===== config.mk =====
export PLATFORM = sky130hd
export DESIGN_NAME = text_cell_arbiter
export DESIGN_NICKNAME = d
export VERILOG_FILES = /design/src/rtl/text_cell_arbiter.sv
export SDC_FILE = /design/constraint.sdc
export NUM_CORES = 1
export LEC_CHECK = 0
export ABC_AREA = 1
export CAP_MARGIN = 20
export CORE_MARGIN = 5
export CORE_UTILIZATION = 40
export DETAILED_ROUTE_END_ITERATION = 12
export PLACE_DENSITY = 0.73
export SETUP_SLACK_MARGIN = 0.5
export SLEW_MARGIN = 25
export SYNTH_ARGS = -nofsm -noshare
export SYNTH_HDL_FRONTEND = slang
export SYNTH_SLANG_ARGS = --single-unit

===== constraint.sdc =====
create_clock -name i_clk -period 3.5 [get_ports i_clk]
set_clock_uncertainty 0.05 [all_clocks]
set_input_delay 0.7 -clock i_clk [delete_from_list [all_inputs] [get_ports i_clk]]
set_output_delay 0.7 -clock i_clk [all_outputs]
set_load 0.05 [all_outputs]

===== src/rtl/text_cell_arbiter.sv =====
// text_cell_arbiter: shares the single-port text cell RAM between video scan
// fetches (top priority, fixed 3-cycle latency) and host bus accesses.
// Ports: i_clk/i_rst; i_vid_req/i_vid_addr -> o_vid_valid/o_vid_data;
// i_host_* -> o_host_ack/o_host_rdata; i_frame_start latches staging config
// to o_scroll_x/o_scroll_y/o_alpha; o_ram_* / i_ram_rdata drive the cell RAM.
module text_cell_arbiter #(
  parameter int              CELL_COUNT = 5376,
  parameter int              ADDR_W     = 13,
  parameter logic [ADDR_W-1:0] REG_BASE = 13'h1F00
) (
  input  logic              i_clk,
  input  logic              i_rst,
  input  logic              i_vid_req,
  input  logic [ADDR_W-1:0] i_vid_addr,
  output logic              o_vid_valid,
  output logic [15:0]       o_vid_data,
  input  logic              i_host_req,
  input  logic              i_host_we,
  input  logic [ADDR_W-1:0] i_host_addr,
  input  logic [15:0]       i_host_wdata,
  output logic              o_host_ack,
  output logic [15:0]       o_host_rdata,
  input  logic              i_frame_start,
  output logic [4:0]        o_scroll_x,
  output logic [4:0]        o_scroll_y,
  output logic [2:0]        o_alpha,
  output logic [ADDR_W-1:0] o_ram_addr,
  output logic              o_ram_we,
  output logic [15:0]       o_ram_wdata,
  input  logic [15:0]       i_ram_rdata
);

  localparam logic [ADDR_W-1:0] LP_CELLS = ADDR_W'(CELL_COUNT);
  localparam logic [ADDR_W-1:0] LP_R0 = REG_BASE;
  localparam logic [ADDR_W-1:0] LP_R1 = REG_BASE + ADDR_W'(1);
  localparam logic [ADDR_W-1:0] LP_R2 = REG_BASE + ADDR_W'(2);

  typedef enum logic [1:0] {
    S_IDLE, S_RD1, S_RD2, S_ACK
  } state_t;

  // *0 tags carry a slot with no RAM access whose result is forced to zero
  typedef enum logic [2:0] {
    T_NONE, T_VID, T_VID0, T_HOST, T_HOST0
  } tag_t;

  state_t r_state;
  state_t w_state_nx;
  tag_t   r_tag1;
  tag_t   r_tag2;
  tag_t   w_tag_nx;

  logic [4:0]  r_stg_x;
  logic [4:0]  r_stg_y;
  logic [2:0]  r_stg_a;
  logic [15:0] w_reg_rdata;

  logic w_vid_gnt;
  logic w_host_gnt;
  logic w_vid_ram;
  logic w_host_ram;
  logic w_reg0;
  logic w_reg1;
  logic w_reg2;
  logic w_reg;
  logic w_host_rd;

  assign w_vid_gnt  = i_vid_req;
  assign w_host_gnt = !i_vid_req && i_host_req
                      && (r_state == S_IDLE);
  assign w_vid_ram  = i_vid_addr < LP_CELLS;
  assign w_host_ram = i_host_addr < LP_CELLS;
  assign w_reg0     = i_host_addr == LP_R0;
  assign w_reg1     = i_host_addr == LP_R1;
  assign w_reg2     = i_host_addr == LP_R2;
  assign w_reg      = w_reg0 | w_reg1 | w_reg2;
  // register reads finish in one cycle; all other reads
  // (RAM or unmapped) take the 3-cycle pipeline path
  assign w_host_rd  = w_host_gnt && !i_host_we && !w_reg;

  assign o_host_ack = (r_state == S_ACK);

  always_comb begin
    w_reg_rdata = '0;
    unique case (1'b1)
      w_reg0:  w_reg_rdata = {11'd0, r_stg_x};
      w_reg1:  w_reg_rdata = {11'd0, r_stg_y};
      w_reg2:  w_reg_rdata = {13'd0, r_stg_a};
      default: w_reg_rdata = '0;
    endcase
  end

  always_comb begin
    w_state_nx = r_state;
    unique case (r_state)
      S_IDLE:
        if (w_host_gnt)
          w_state_nx = w_host_rd ? S_RD1 : S_ACK;
      S_RD1:   w_state_nx = S_RD2;
      S_RD2:   w_state_nx = S_ACK;
      default: w_state_nx = S_IDLE;
    endcase
  end

  always_comb begin
    w_tag_nx = T_NONE;
    if (w_vid_gnt)
      w_tag_nx = w_vid_ram ? T_VID : T_VID0;
    else if (w_host_rd)
      w_tag_nx = w_host_ram ? T_HOST : T_HOST0;
  end

  always_ff @(posedge i_clk or posedge i_rst) begin
    if (i_rst) begin
      r_state <= S_IDLE;
      r_tag1  <= T_NONE;
      r_tag2  <= T_NONE;
    end else begin
      r_state <= w_state_nx;
      r_tag1  <= w_tag_nx;
      r_tag2  <= r_tag1;
    end
  end

  always_ff @(posedge i_clk or posedge i_rst) begin
    if (i_rst) begin
      o_ram_addr  <= '0;
      o_ram_we    <= 1'b0;
      o_ram_wdata <= '0;
    end else begin
      o_ram_we <= 1'b0;
      if (w_vid_gnt) begin
        if (w_vid_ram)
          o_ram_addr <= i_vid_addr;
      end else if (w_host_gnt && w_host_ram) begin
        o_ram_addr <= i_host_addr;
        o_ram_we   <= i_host_we;
        if (i_host_we)
          o_ram_wdata <= i_host_wdata;
      end
    end
  end

  always_ff @(posedge i_clk or posedge i_rst) begin
    if (i_rst) begin
      o_vid_valid  <= 1'b0;
      o_vid_data   <= '0;
      o_host_rdata <= '0;
    end else begin
      o_vid_valid <= (r_tag2 == T_VID) || (r_tag2 == T_VID0);
      if (r_tag2 == T_VID)
        o_vid_data <= i_ram_rdata;
      else if (r_tag2 == T_VID0)
        o_vid_data <= '0;
      if (w_host_gnt && !i_host_we && w_reg)
        o_host_rdata <= w_reg_rdata;
      else if (r_tag2 == T_HOST)
        o_host_rdata <= i_ram_rdata;
      else if (r_tag2 == T_HOST0)
        o_host_rdata <= '0;
    end
  end

  // active copy reads staging before any same-edge staging write
  always_ff @(posedge i_clk or posedge i_rst) begin
    if (i_rst) begin
      r_stg_x    <= '0;
      r_stg_y    <= '0;
      r_stg_a    <= 3'b011;
      o_scroll_x <= '0;
      o_scroll_y <= '0;
      o_alpha    <= 3'b011;
    end else begin
      if (i_frame_start) begin
        o_scroll_x <= r_stg_x;
        o_scroll_y <= r_stg_y;
        o_alpha    <= r_stg_a;
      end
      if (w_host_gnt && i_host_we) begin
        if (w_reg0) r_stg_x <= i_host_wdata[4:0];
        if (w_reg1) r_stg_y <= i_host_wdata[4:0];
        if (w_reg2) r_stg_a <= i_host_wdata[2:0];
      end
    end
  end

endmodule


After elaboration in Yosys (flattened, before gate mapping)

Index checks and enable logic that the tools add are counted.

$lt $le $gt $ge: 2
Equality and inequality tests: 12
Muxes and demuxes: 18
Bitwise gates (word level): 3
Reduce and logical (&&, ||, !) cells: 20

Operators with widths:

| operator                                                                | number |
|---|---|
| 16-bit 2-to-1 mux                                                       | 5 |
| 13-bit equality test, second input constant                             | 3 |
| 13-bit 2-to-1 mux                                                       | 3 |
| 13-bit < comparator, second input constant                              | 2 |
| 5-bit case mux with 3 select lines                                      | 1 |
| 3-bit 2-to-1 mux                                                        | 3 |
| 2-bit AND reduction                                                     | 4 |
| 1-bit logical AND                                                       | 7 |
| 3-bit by 2-bit equality test with 1-bit output, second input constant   | 2 |
| 2-bit 2-to-1 mux                                                        | 3 |
| 2-bit case mux with 3 select lines                                      | 1 |
| 2-bit equality test, second input constant                              | 2 |
| 2-bit nonzero test                                                      | 2 |
| 3-bit by 1-bit equality test with 1-bit output, second input constant   | 1 |
| 3-bit equality test, second input constant                              | 1 |
| 1-bit logical NOT                                                       | 3 |
| 3-bit AND reduction                                                     | 1 |
| 3-bit nonzero test                                                      | 1 |
| 2-bit by 1-bit equality test with 1-bit output, second input constant   | 1 |
| 2-bit logical NOT                                                       | 1 |
| 1-bit 2-to-1 mux                                                        | 2 |
| 2-bit by 1-bit inequality test with 1-bit output, second input constant | 1 |
| 2-bit inequality test, second input constant                            | 1 |
| 1-bit OR                                                                | 2 |
| 2 further kinds                                                         | 2 |

Register bits after elaboration: 97
Bits of input ports: 64
Output and inout port bits: 77
Word-level logic and storage cells: 70

Longest topological paths before layout

Depth in word-level cells: 8
Mapped depth: 9
Gate-level depth less buffers: 9

Least setup slack after synthesis

No wires, ideal clock.

Kind: input to register
Start: input i_host_addr[3]
End: register o_host_rdata[0]
Library setup time: 0.127 ns
Arrival: 1.556 ns
Data required time: 3.323 ns
Slack: 1.767 ns
Cell stages on the path: 9
Buffers on the path: 1
Path through: nor2_1 nand3_1 nor2_2 nand2_1 nand3_2 nand2_4 buf_6 nand3_1 nand3_1

Cells in the longest elaborated chain, start to end: 5
Elaborated cells on any way between the ends: 9
Those cells by class: eq/ne (3); mux (2); bitwise (2); reduce/logical (2)

Ends and longest elaborated chain:

| what                                                                            | RTL line | source |
|---|---|---|
| from (decl)                                                                     | 19       | `input logic [ADDR_W-1:0] i_host_addr,` |
| 13-bit equality test, on equally long branches                                  | 73, 74   |  |
| 1-bit OR (2 in a row)                                                           | 76       | `assign w_reg = w_reg0 \| w_reg1 \| w_reg2;` |
| 1-bit logical AND                                                               | 155      | `if (w_host_gnt && !i_host_we && w_reg)` |
| 3-bit nonzero test (no source line) / 16-bit 2-to-1 mux (equally long branches) | --       |  |
| to (signal assigned)                                                            | 156      | `o_host_rdata <= w_reg_rdata;` |
| to (signal assigned)                                                            | 158      | `o_host_rdata <= i_ram_rdata;` |
| to (decl)                                                                       | 22       | `output logic [15:0] o_host_rdata,` |

Parallel ways exist; a longest one is shown, timed or not.
A chain may end at the register's enable or synchronous reset.

Final worst setup path

Start: register r_state[1]
End: output o_host_ack

Cells in the longest elaborated chain, start to end: 1

Ends and longest elaborated chain:

| what                   | RTL line | source |
|---|---|---|
| from (decl)            | 47       | `state_t r_state;` |
| from (signal assigned) | 119      | `r_state <= w_state_nx;` |
| 2-bit equality test    | 81       | `assign o_host_ack = (r_state == S_ACK);` |
| to (decl)              | 21       | `output logic o_host_ack,` |

Every way passes these cells.

==> results.md <==
- Slew headroom: 51.7%
- Peak VDD IR: between 0.0004 and 0.0005 V
- Worst Path Buf+Inv: 1
- Post-CTS Hold Fix Bufs: 0
- Nature of the critical path endpoint: primary output
- Routed Antenna Nets: 0
- Placeable Area: 0.0103 sq mm
- Setup crit start kind: flop
- Fin cells: 752
- Clock Path Buffers: 2
- Initial antenna violation count: 0
- CTS sink cnt: 97
- Status: finished clean
- Async SR Flop Fraction: 100%
- WL per Instance: 14.2 um
- Routed via count: 3597
- Die X: 113 um
- Critical path cell sequence: ha_1 -> clkdlybuf4s50_1
- CP arrival: 1.79 ns
- Ports: approximately 140
- WP data required: 2.75 ns
- Fin. Hold Viols: 0
- Worst Setup SP: r_state[1]
- Max Cap Viol: 0
- Initial Util: 41.0%
- Max Freq: 393 MHz
- Combinational power share: a little under half
- Post-CTS Setup Repair Bufs: 0
- Cells after Synth: 474
- Clock-pin slew on the worst setup and hold paths: approximately 0.090 ns
- Detailed Route WL: 10700 um
- N_diodes: 0
- Vias per inst: approximately 4.8
- Clk root buf: clkbuf_8
- Net Sw Frac: 43.4%
- Crit path largest cell delay: 0.80 ns
- Placed insts: between 700 and 800
- Pleak: 2.84 nW
- Max FO, Critical Path: 5
- Psw: 0.00181 W
- Hpwl dp: 8230 um
- Crit-path leading delay family: buffers and inverters
- Slew @ Worst Pin: 0.723 ns
- Resize count post-CTS: 0
- Post-synth EDFFs: 0
- DIE AREA: 0.0127 sq mm
- Synth Flop Type: dfrtp_1
- Sequential power share: 36.8%
- Tot Pwr: 0.00417 W
- Drt initial violations: 199
- GRT Total Usage: between 10% and 20%
- Post-route cell area: 0.00596 sq mm
- Largest net degree at the start of global routing: 46
- Setup_tns: 0 ns
- Row cnt: 37
- Post-Syn Area: 0.00423 sq mm
- Dpl cell area: about 0.0057 sq mm
- Worst min path class: flop to flop
- Unrepaired setup endpoints after global routing: no
- FF+latch count, synth: 97
- Gpl congestion: 0.791
- Clock latency on the worst-skew pair: 0.35 ns
- Final setup vio count: 0
- Fin crit share: between 70% and 80%
- Net count after synthesis: between 500 and 600
- Power Density: 700 mW/mm^2
- Height of the die: 113 um
- Drc violations: 0
- Tmin final: approximately 2.5 ns
- Grt ovf: 0
- Worst Setup Path Type: flop to primary output
- P&R area growth vs syn: 40.7%
- Syn_area_per_cell: just under 9 sq um
- Sequential area share after synthesis: 57.4%
- Yosys warns: 0
- First-pass GRT wire length: 17500 um
- TritonRoute pass-1 iters: 4
- Max Transition Viols Final: 0
- Hold Crit Start: r_tag1[2]
- Clk network pwr share: 18.2%
- Total CTS buffers: 9
- CTS tree: built
- Layout cells sized above 1: 8.44%
- P_int: 0.00236 W
- CP max-delay cell: clkdlybuf4s50_1
- Final nets: 679
- Vias in the first global route: about 3600
- H-tree lvl count: 3
- Distinct cells, synth: 24
- Number of port buffers: 140
- Worst R2R Start: r_state[0]
- Worst setup margin: between 0.9 and 1 ns
- Pre-CTS setup slack: 0.753 ns
-- placed cells by master (no fill, tap or decap), drive strengths merged --
cell,n
clkdlybuf4s50,140
nand2,128
dfrtp,93
nand3,54
o21ai,50
inv,50
nor2,44
a21oi,13
mux2,13
clkbuf,10
ha,4
dfstp,4
o21a,3
clkinvlp,3
buf,3
nand4,1
a21boi,1
bufinv,1
clkinv,1
-- cells in the mapped netlist (3+ instances only) --
| cell | number | share of area, % |
|---|---|---|
| dfrtp_1 | 93 | 55 |
| nand2_2 | 3 | 0.44 |
| nand3_1 | 51 | 6.0 |
| inv_1 | 46 | 4.1 |
| nand3_2 | 3 | 0.71 |
| dfstp_2 | 4 | 2.5 |
| a21oi_1 | 13 | 1.5 |
| mux2_2 | 13 | 3.5 |
| o21a_1 | 3 | 0.53 |
| nand2_1 | 124 | 11 |
| nor2_1 | 40 | 3.5 |
| o21ai_0 | 47 | 5.6 |
| buf_6 | 4 | 1.1 |
| inv_2 | 3 | 0.27 |
| buf_2 | 5 | 0.59 |
| clkbuf_1 | 7 | 0.62 |
| ha_1 | 4 | 1.2 |
| o21ai_1 | 3 | 0.35 |
-- logic make-up (layout without fill, tap and decap cells) --
family          Yosys count  after routing  share of synthesized area (%)
flops                    97             97                           57.4
simple gates            227            227                           23.0
compound gates           67             67                           8.16
mux                      13             13                           3.46
fa+ha+maj                 4              4                           1.18
buf+inv                  66            208                           6.80
-- per-stage QoR --
stage	hold WS (ns)	utilization [%]
floorplan	0.281	-
global placement	0.287	55.6
detailed placement	0.287	55.6
CTS	0.309	57.7
global route	0.321	57.7
finish	0.309	57.7
-- power by group through the flow --
stage / registers [W] / logic [W] / clock network, W
2_1_floorplan: 0.00237 / 0.000376 / 0
3_3_place_gp: 0.00155 / 0.00187 / 0
3_5_place_dp: 0.00155 / 0.00189 / 0
4_1_cts: 0.00153 / 0.00190 / 0.000781
5_1_grt: 0.00157 / 0.00199 / 0.000826
6_report: 0.00153 / 0.00188 / 0.000756
-- worst paths after layout --
| path | to | slack (ns) | cells after the start |
|---|---|---|---|
| worst max-delay path | o_host_ack | 0.96 | 2 |
| worst min-delay path | r_tag2[2] | 0.31 | 0 |
| worst max register to register | o_ram_wdata[5] | 1.53 | 9 |
| worst min register to register | r_tag2[2] | 0.31 | 0 |
| max in group asynchronous | o_alpha[0] | 1.84 | 3 |
| min in group asynchronous | o_vid_data[10] | 0.76 | 2 |
-- state kept, by name, summed over array words and instances (netlist names) --
name and count:
o_alpha 3, o_host_rdata 16, o_ram_addr 13, o_ram_wdata 16, o_ram_we 1, o_scroll_x 5, o_scroll_y 5, o_vid_data 16
o_vid_valid 1, r_state 2, r_stg_a 3, r_stg_x 5, r_stg_y 5, r_tag1 3, r_tag2 3
-- layout make-up --
cell class,count,area [sq um]
Clock buffer,10,138
Clock inverter,6,73.8
Fill cell,953,4370
Inverter,49,188
Multi-Input combinational cell,311,1520
Sequential cell,97,2430
Tap cell,136,170
Timing Repair Buffer,143,1440
-- metal layers --
layer	GRT usage (%)	vias up	share of wire (%)
li1	-	1786	-
met1	21.2	1696	43
met2	29.0	103	49
met3	4.65	12	6.7
met4	3.85	0	1.3
met5	0	-	0
No activity file was read; power rests on OpenSTA's default activity.
